### src/rtl/snow64_mem_access_arbiter_if.sv
// rtl/snow64_mem_access_arbiter_if.sv - cache/memory signal bundle for the memory access arbiter
//
// Groups the icache, dcache and external memory port signals that meet at the
// arbiter.
//   slave  : arbiter side (samples requests and memory responses, drives
//            completions and the memory request).
//   master : environment side (caches plus memory), the mirror of slave.
// Parameters: ADDR_WIDTH (line address width), LINE_WIDTH (cache line bits).

interface snow64_mem_access_arbiter_if #(
  parameter int ADDR_WIDTH = 64,
  parameter int LINE_WIDTH = 256
);
  // icache line-read channel
  logic                  ic_req;
  logic [ADDR_WIDTH-1:0] ic_addr;
  logic                  ic_valid;
  logic [LINE_WIDTH-1:0] ic_data;
  logic                  ic_err;

  // dcache line-fill / write-back channel
  logic                  dc_req;
  logic                  dc_we;
  logic [ADDR_WIDTH-1:0] dc_addr;
  logic [LINE_WIDTH-1:0] dc_wdata;
  logic                  dc_valid;
  logic [LINE_WIDTH-1:0] dc_data;
  logic                  dc_err;

  // external memory port
  logic                  mem_req;
  logic                  mem_we;
  logic [ADDR_WIDTH-1:0] mem_addr;
  logic [LINE_WIDTH-1:0] mem_wdata;
  logic                  mem_valid;
  logic [LINE_WIDTH-1:0] mem_rdata;

  modport slave (
    input  ic_req, ic_addr, dc_req, dc_we, dc_addr, dc_wdata, mem_valid, mem_rdata,
    output ic_valid, ic_data, ic_err, dc_valid, dc_data, dc_err,
           mem_req, mem_we, mem_addr, mem_wdata
  );

  modport master (
    output ic_req, ic_addr, dc_req, dc_we, dc_addr, dc_wdata, mem_valid, mem_rdata,
    input  ic_valid, ic_data, ic_err, dc_valid, dc_data, dc_err,
           mem_req, mem_we, mem_addr, mem_wdata
  );
endinterface

### src/rtl/snow64_mem_access_arbiter.sv
// rtl/snow64_mem_access_arbiter.sv - round-robin icache/dcache arbiter for the single memory port
//
// Grants level-held line requests from the icache and dcache, alternating
// when both are pending (first contested grant goes to the icache). One
// memory transaction is in flight at a time; its completion is returned to
// the requester as a one-cycle valid pulse with the read line (0 for a
// dcache write-back). Every output is registered and resets to 0.
//
// Ports:
//   clk  : clock, rising edge
//   rst  : asynchronous active-high reset
//   bus  : snow64_mem_access_arbiter_if.slave (icache, dcache, memory port)
//
// Optional feature: define SNOW64_MEM_ARBITER_TIMEOUT_EN to abort a memory
// transaction after TIMEOUT_CYCLES busy cycles without a response; the
// requester then sees valid with err=1 and a zero line. Without it the
// arbiter waits indefinitely and ic_err/dc_err stay 0.

module snow64_mem_access_arbiter #(
  parameter int ADDR_WIDTH     = 64,
  parameter int LINE_WIDTH     = 256,
  parameter int TIMEOUT_CYCLES = 255
) (
  input  logic                          clk,
  input  logic                          rst,
  snow64_mem_access_arbiter_if.slave    bus
);

  localparam logic [1:0] ST_IDLE    = 2'd0;
  localparam logic [1:0] ST_BUSY_IC = 2'd1;
  localparam logic [1:0] ST_BUSY_DC = 2'd2;
  localparam logic [1:0] ST_DONE    = 2'd3;

  localparam logic GRANT_IC = 1'b0;
  localparam logic GRANT_DC = 1'b1;

  localparam logic [LINE_WIDTH-1:0] ZERO_LINE = {LINE_WIDTH{1'b0}};
  localparam logic [ADDR_WIDTH-1:0] ZERO_ADDR = {ADDR_WIDTH{1'b0}};

  logic [1:0] state;
  logic       last_grant;
  logic       grant_ic;
  logic       grant_dc;
  logic       timeout_hit;

  // On contention the requester that was not served last wins.
  always_comb begin
    grant_ic = bus.ic_req && (!bus.dc_req || (last_grant == GRANT_DC));
    grant_dc = bus.dc_req && (!bus.ic_req || (last_grant == GRANT_IC));
  end

`ifdef SNOW64_MEM_ARBITER_TIMEOUT_EN
  localparam int TO_W = $clog2(TIMEOUT_CYCLES + 1);

  logic            busy;
  logic [TO_W-1:0] to_cnt;

  assign busy = (state == ST_BUSY_IC) || (state == ST_BUSY_DC);

  // Held at zero outside BUSY so every transaction starts from a clean count.
  always_ff @(posedge clk or posedge rst) begin
    if (rst) begin
      to_cnt <= '0;
    end else if (!busy) begin
      to_cnt <= '0;
    end else if (!bus.mem_valid) begin
      to_cnt <= to_cnt + 1'b1;
    end
  end

  // Fires on the edge that would make the count reach TIMEOUT_CYCLES; a
  // response on that same edge takes priority.
  assign timeout_hit = busy && !bus.mem_valid &&
                       (to_cnt == TO_W'(TIMEOUT_CYCLES - 1));
`else
  assign timeout_hit = 1'b0 && (TIMEOUT_CYCLES > 0);
`endif

  always_ff @(posedge clk or posedge rst) begin
    if (rst) begin
      state         <= ST_IDLE;
      last_grant    <= GRANT_DC;
      bus.mem_req   <= 1'b0;
      bus.mem_we    <= 1'b0;
      bus.mem_addr  <= ZERO_ADDR;
      bus.mem_wdata <= ZERO_LINE;
      bus.ic_valid  <= 1'b0;
      bus.ic_data   <= ZERO_LINE;
      bus.ic_err    <= 1'b0;
      bus.dc_valid  <= 1'b0;
      bus.dc_data   <= ZERO_LINE;
      bus.dc_err    <= 1'b0;
    end else begin
      // Completion pulses last exactly the DONE cycle.
      bus.ic_valid <= 1'b0;
      bus.dc_valid <= 1'b0;

      case (state)
        ST_IDLE: begin
          // mem_valid arriving here belongs to an aborted transaction.
          if (grant_ic) begin
            bus.mem_addr <= bus.ic_addr;
            bus.mem_we   <= 1'b0;
            bus.mem_req  <= 1'b1;
            last_grant   <= GRANT_IC;
            state        <= ST_BUSY_IC;
          end else if (grant_dc) begin
            bus.mem_addr  <= bus.dc_addr;
            bus.mem_we    <= bus.dc_we;
            bus.mem_wdata <= bus.dc_wdata;
            bus.mem_req   <= 1'b1;
            last_grant    <= GRANT_DC;
            state         <= ST_BUSY_DC;
          end
        end

        ST_BUSY_IC: begin
          if (bus.mem_valid || timeout_hit) begin
            bus.mem_req  <= 1'b0;
            bus.ic_valid <= 1'b1;
            bus.ic_err   <= timeout_hit;
            bus.ic_data  <= bus.mem_valid ? bus.mem_rdata : ZERO_LINE;
            state        <= ST_DONE;
          end
        end

        ST_BUSY_DC: begin
          if (bus.mem_valid || timeout_hit) begin
            bus.mem_req  <= 1'b0;
            bus.dc_valid <= 1'b1;
            bus.dc_err   <= timeout_hit;
            bus.dc_data  <= (bus.mem_valid && !bus.mem_we) ? bus.mem_rdata : ZERO_LINE;
            state        <= ST_DONE;
          end
        end

        // Requests are deliberately not sampled here so a requester still
        // holding req while it sees valid is not granted a second time.
        ST_DONE: state <= ST_IDLE;

        default: state <= ST_IDLE;
      endcase
    end
  end

endmodule
### src/flat_wrapper.sv
// flat-port wrapper written by rule: the top's interface ports become plain ports
module snow64_mem_access_arbiter_flat 
#(
  parameter int ADDR_WIDTH     = 64,
  parameter int LINE_WIDTH     = 256,
  parameter int TIMEOUT_CYCLES = 255
)
  (clk, rst, bus_ic_req, bus_ic_addr, bus_dc_req, bus_dc_we, bus_dc_addr, bus_dc_wdata, bus_mem_valid, bus_mem_rdata, bus_ic_valid, bus_ic_data, bus_ic_err, bus_dc_valid, bus_dc_data, bus_dc_err, bus_mem_req, bus_mem_we, bus_mem_addr, bus_mem_wdata);
  snow64_mem_access_arbiter_if #(.ADDR_WIDTH(ADDR_WIDTH), .LINE_WIDTH(LINE_WIDTH)) bus_i ();
  input  logic clk;
  input  logic rst;
  input wire logic [$bits(bus_i.ic_req)-1:0] bus_ic_req;
  input wire logic [$bits(bus_i.ic_addr)-1:0] bus_ic_addr;
  input wire logic [$bits(bus_i.dc_req)-1:0] bus_dc_req;
  input wire logic [$bits(bus_i.dc_we)-1:0] bus_dc_we;
  input wire logic [$bits(bus_i.dc_addr)-1:0] bus_dc_addr;
  input wire logic [$bits(bus_i.dc_wdata)-1:0] bus_dc_wdata;
  input wire logic [$bits(bus_i.mem_valid)-1:0] bus_mem_valid;
  input wire logic [$bits(bus_i.mem_rdata)-1:0] bus_mem_rdata;
  output wire logic [$bits(bus_i.ic_valid)-1:0] bus_ic_valid;
  output wire logic [$bits(bus_i.ic_data)-1:0] bus_ic_data;
  output wire logic [$bits(bus_i.ic_err)-1:0] bus_ic_err;
  output wire logic [$bits(bus_i.dc_valid)-1:0] bus_dc_valid;
  output wire logic [$bits(bus_i.dc_data)-1:0] bus_dc_data;
  output wire logic [$bits(bus_i.dc_err)-1:0] bus_dc_err;
  output wire logic [$bits(bus_i.mem_req)-1:0] bus_mem_req;
  output wire logic [$bits(bus_i.mem_we)-1:0] bus_mem_we;
  output wire logic [$bits(bus_i.mem_addr)-1:0] bus_mem_addr;
  output wire logic [$bits(bus_i.mem_wdata)-1:0] bus_mem_wdata;
  assign bus_i.ic_req = bus_ic_req;
  assign bus_i.ic_addr = bus_ic_addr;
  assign bus_i.dc_req = bus_dc_req;
  assign bus_i.dc_we = bus_dc_we;
  assign bus_i.dc_addr = bus_dc_addr;
  assign bus_i.dc_wdata = bus_dc_wdata;
  assign bus_i.mem_valid = bus_mem_valid;
  assign bus_i.mem_rdata = bus_mem_rdata;
  assign bus_ic_valid = bus_i.ic_valid;
  assign bus_ic_data = bus_i.ic_data;
  assign bus_ic_err = bus_i.ic_err;
  assign bus_dc_valid = bus_i.dc_valid;
  assign bus_dc_data = bus_i.dc_data;
  assign bus_dc_err = bus_i.dc_err;
  assign bus_mem_req = bus_i.mem_req;
  assign bus_mem_we = bus_i.mem_we;
  assign bus_mem_addr = bus_i.mem_addr;
  assign bus_mem_wdata = bus_i.mem_wdata;
  snow64_mem_access_arbiter #(.ADDR_WIDTH(ADDR_WIDTH), .LINE_WIDTH(LINE_WIDTH), .TIMEOUT_CYCLES(TIMEOUT_CYCLES)) u_core (.clk(clk), .rst(rst), .bus(bus_i));
endmodule
### config.mk
export PLATFORM = sky130hd
export DESIGN_NAME = snow64_mem_access_arbiter_flat
export DESIGN_NICKNAME = d
export VERILOG_FILES = /design/src/rtl/snow64_mem_access_arbiter_if.sv /design/src/rtl/snow64_mem_access_arbiter.sv /design/src/flat_wrapper.sv
export SDC_FILE = /design/constraint.sdc
export NUM_CORES = 2
export LEC_CHECK = 0
export ABC_AREA = 0
export CAP_MARGIN = 20
export CORE_AREA = 3 3 576 578
export CTS_BUF_LIST = sky130_fd_sc_hd__clkbuf_4 sky130_fd_sc_hd__clkbuf_8 sky130_fd_sc_hd__clkbuf_16
export CTS_CLUSTER_SIZE = 40
export DETAILED_ROUTE_END_ITERATION = 10
export DIE_AREA = 0 0 579 581
export GPL_TIMING_DRIVEN = 0
export MAX_ROUTING_LAYER = met4
export PLACE_DENSITY = 0.38
export SYNTH_ARGS = -nofsm -noshare
export SYNTH_HDL_FRONTEND = slang
export SYNTH_SLANG_ARGS = --single-unit
### constraint.sdc
create_clock -name clk -period 38 [get_ports clk]
set_input_delay 3.8 -clock clk [delete_from_list [all_inputs] [get_ports clk]]
set_output_delay 3.8 -clock clk [all_outputs]
set_load 0.01 [all_outputs]
==> run_results.csv <==
group,metric,value,unit
critical_path,cp_top_family,"buffers and inverters",
timing,period_share,17.2,%
routing,drc_errors,0,
pwr,switchingPower,0.00204,W
global_route,track_usage,15.8,%
floorplan,die_area,336000,µm²
global_route,grtUsageMet1,18.0,%
pwr,combinationalPowerShare,47.6,%
timing,fin_tns_setup,0,ps
critical_path,r2r-start,"u_core.state[0]",
routing,wire_per_inst,30.6,µm
critical_path,cp-start-kind,"input port",
hold_path,hold_path.class,"reg2reg",
timing,setup_ws,31450,ps
global_route,use_met2,25.0,%
logic_synthesis,ys.flop_type,"dfrtp_1",
hold_path,worstHoldStart,"u_core.bus.dc_data[146]",
logic_synthesis,synth.most_common_cell,"dfrtp_1",
routing,drt-initial-drc-count,1438,
logic_synthesis,ys_top_cells_by_count,"838 x dfrtp_1, 511 x mux2_2, 321 x o21ai_0, 259 x nand2_1, 257 x nand2b_1",
clock_network,h-tree-depth,3,
logic_synthesis,yosysTopAreaCell,"dfrtp_1",
timing,setup_viol_count_final,0,
critical_path,critPathMaxFanout,11,
timing,rsz0062_at_grt,"no",
clock_network,cts_tree,"yes",
clock_network,cts.sinks,839,
logic_synthesis,ys_seq_area_share,63.7,%
clock_network,cts_root_buf,"clkbuf_16",
global_route,grt_busiest_layer,"met2",
hold_path,worstHoldPathCells,2,
logic_synthesis,netlist_instances,2592,
critical_path,rrSetupSlack,34290,ps
critical_path,critPathMaxStageDelay,600,ps
timing,max_freq,0.153,GHz
critical_path,path_class,"in2reg",
logic_synthesis,async_flop_share,100,%
global_route,grt.overflow.total,0,
routing,drtPass1Iterations,5,
layout,fin_nets,4858,
pwr,p_int,0.00319,W
logic_synthesis,synth_warnings,0,
timing,finalCriticalPeriod,6550,ps
place,placed_area,53600,µm²
floorplan,core-area,327000,µm²
layout,area_delta_synth_final,75.1,%
logic_synthesis,yosysTopAreaCellShare,63.6,%
logic_synthesis,ys_types,28,
critical_path,r2r-end,"u_core.bus.dc_data[192]",
timing,fin_skew,47.7,ps
routing,ant_nets,0,
routing,via_count,28300,
pwr,peakVddDrop,0.0364,mV
job,max_cap_viol_count,0,
critical_path,arrival,7250,ps
global_route,grt_antenna_before_repair,158,
critical_path,reg2regPathDepth,10,
logic_synthesis,yosys_register_bits,839,
clock_network,cts_setup_buffers,0,
floorplan,start_util,10.1,%
timing,worst_pin_slew,1330,ps
hold_path,min_to,"u_core.bus.dc_data[146]",
timing,hold_viol_final,0,
place,place_congestion,0.899,
logic_synthesis,netlist_area,33000,µm²
pwr,p_sw_share,39.1,%
status,status,"completed",
clock_network,cts_buffers,117,
routing,viasPerCell,3.24,
clock_network,cts_buffer_depth,4,
clock_network,cts_resized,0,
global_route,use_met3,7.24,%
floorplan,io_pins,1484,
logic_synthesis,synth_edf_count,0,
critical_path,end_kind,"flip-flop",
layout,stdcell_area,57700,µm²
critical_path,path_cells,"clkdlybuf4s50_1, nand2_2, buf_2, buf_2, buf_16, buf_2, buf_2, nand2_1, o21ai_0",
timing,slew_headroom,10.6,%
clock_network,clk_latency,860,ps
pwr,seq_power_share,30.8,%
place,numPortBuffers,1480,
floorplan,num_rows,210,
global_route,grt_pass1_vias,30000,
routing,totalWireLength,267,mm
critical_path,required,38700,ps
global_route,grt_pass1_wl,337,mm
floorplan,die_height,581,µm
clock_network,clk_pin_slew_worst_paths,60,ps
logic_synthesis,synthTopCellsByArea,"dfrtp_1 64%, mux2_2 17%, nand2b_1 4.9%",
timing,finalMaxSlewViolations,0,
floorplan,die_width,579,µm
layout,layout-drive-gt1-share,19.4,%
place,post-place-ws,30350,ps
place,dp_hpwl,230,mm
critical_path,critPathSlowestCell,"nand2_2",
layout,num-fill-cells,36200,
logic_synthesis,avgSynthCellArea,12.7,µm²
pwr,power_density,90.6,nW/µm²
critical_path,crit_path_frequent_cell,"buf_2",
pwr,p_leak,22.7,nW
critical_path,critPathBufInv,6,
pwr,p_clk_share,21.6,%
global_route,grt_max_degree,107,
clock_network,cts_hold_buffers,0,
[routing by layer]
metal / share of wire [%] / wire [µm]
met3: 12 / 30900
met2: 46 / 123000
met1: 40 / 106000
met4: 2.7 / 7090
met5: 0 / 0
[cell type report]
cell class	instances	area [µm²]	area share, %
diodes	92	230	0.399
repair buffers	1495	15200	26.3
well taps	4346	5440	9.42
plain buffers	184	866	1.50
inverters	8	37.5	0.0650
clock buffers	177	3600	6.24
multi-input cells	1562	11100	19.2
flip-flops and latches	839	21000	36.4
clock inverters	33	313	0.542
[registers in the layout, summed over array words and instances, names as in the netlist]
signal                cells
u_core.bus.ic_valid       1
u_core.bus.dc_data      256
u_core.bus.mem_we         1
u_core.state              2
u_core.bus.mem_addr      64
u_core.bus.dc_valid       1
u_core.bus.mem_req        1
u_core.bus.ic_data      256
u_core.bus.mem_wdata    256
u_core.last_grant         1
[power groups by stage]
stage          registers (W)  clock network, W  logic, W
5_1_grt              0.00166           0.00121   0.00265
3_3_place_gp         0.00162                 0   0.00256
4_1_cts              0.00162           0.00118   0.00258
6_report             0.00161           0.00113   0.00249
3_5_place_dp         0.00162                 0   0.00256
2_1_floorplan        0.00176                 0  0.000660
[through the flow]
stage               util, %  power, W  hold slack (ps)  instances
floorplan                 -   0.00242              512       2593
global placement       16.3   0.00418              464       8419
detailed placement     16.4   0.00418              470       8434
CTS                    17.6   0.00538              483       8644
global route           17.6   0.00552              498       8721
finish                 17.7   0.00523              476       8736
[cell families (layout without fill, tap and decap cells)]
family / count (synthesis) / after routing / synth area share (%)
other cells: 1 / 94 / 0.0114
simple gates: 583 / 583 / 8.61
flops: 839 / 839 / 63.7
buf+inv: 192 / 1897 / 2.71
mux: 514 / 514 / 17.5
fa+ha+maj: 5 / 5 / 0.190
compound gates: 458 / 458 / 7.25
[cell usage in the layout, fill, tap and decap left out, drive strengths merged]
| master | count |
|---|---|
| a21oi | 66 |
| nor2 | 64 |
| nor3b | 1 |
| clkinvlp | 4 |
| o22ai | 2 |
| nand2 | 260 |
| a22o | 1 |
| o21a | 1 |
| diode | 92 |
| o21ai | 321 |
| inv | 11 |
| bufinv | 2 |
| dfstp | 1 |
| nand2b | 257 |
| a21o | 1 |
| dfrtp | 838 |
| mux2 | 513 |
| buf | 113 |
| nor2b | 1 |
| a31oi | 64 |
| o31ai | 2 |
| mux2i | 1 |
| conb | 2 |
| clkinv | 24 |
| ha | 5 |
| clkdlybuf4s50 | 1480 |
| clkbuf | 263 |
[how the worst max path moves through the flow]
stage | start | to | slack, ps | cells past startpoint
floorplan | rst | u_core.bus.dc_data[0] | 10630 | 1
global placement | rst | u_core.bus.ic_data[111] | -3750 | 2
detailed placement | bus_mem_valid | u_core.bus.dc_data[196] | 30350 | 9
CTS | bus_mem_valid | u_core.bus.dc_data[191] | 31240 | 9
global route | bus_mem_valid | u_core.bus.dc_data[195] | 31190 | 9
finish | bus_mem_valid | u_core.bus.dc_data[192] | 31450 | 9
[worst register-to-register path, cell delays in order (launching register included)]
cell	delay, ps
dfrtp_1	390
inv_1	100
ha_1	210
nand2_2	560
buf_2	590
buf_2	410
buf_16	230
buf_2	530
buf_2	420
nand2_1	100
o21ai_0	80
Power figures use the tool's default switching activity.
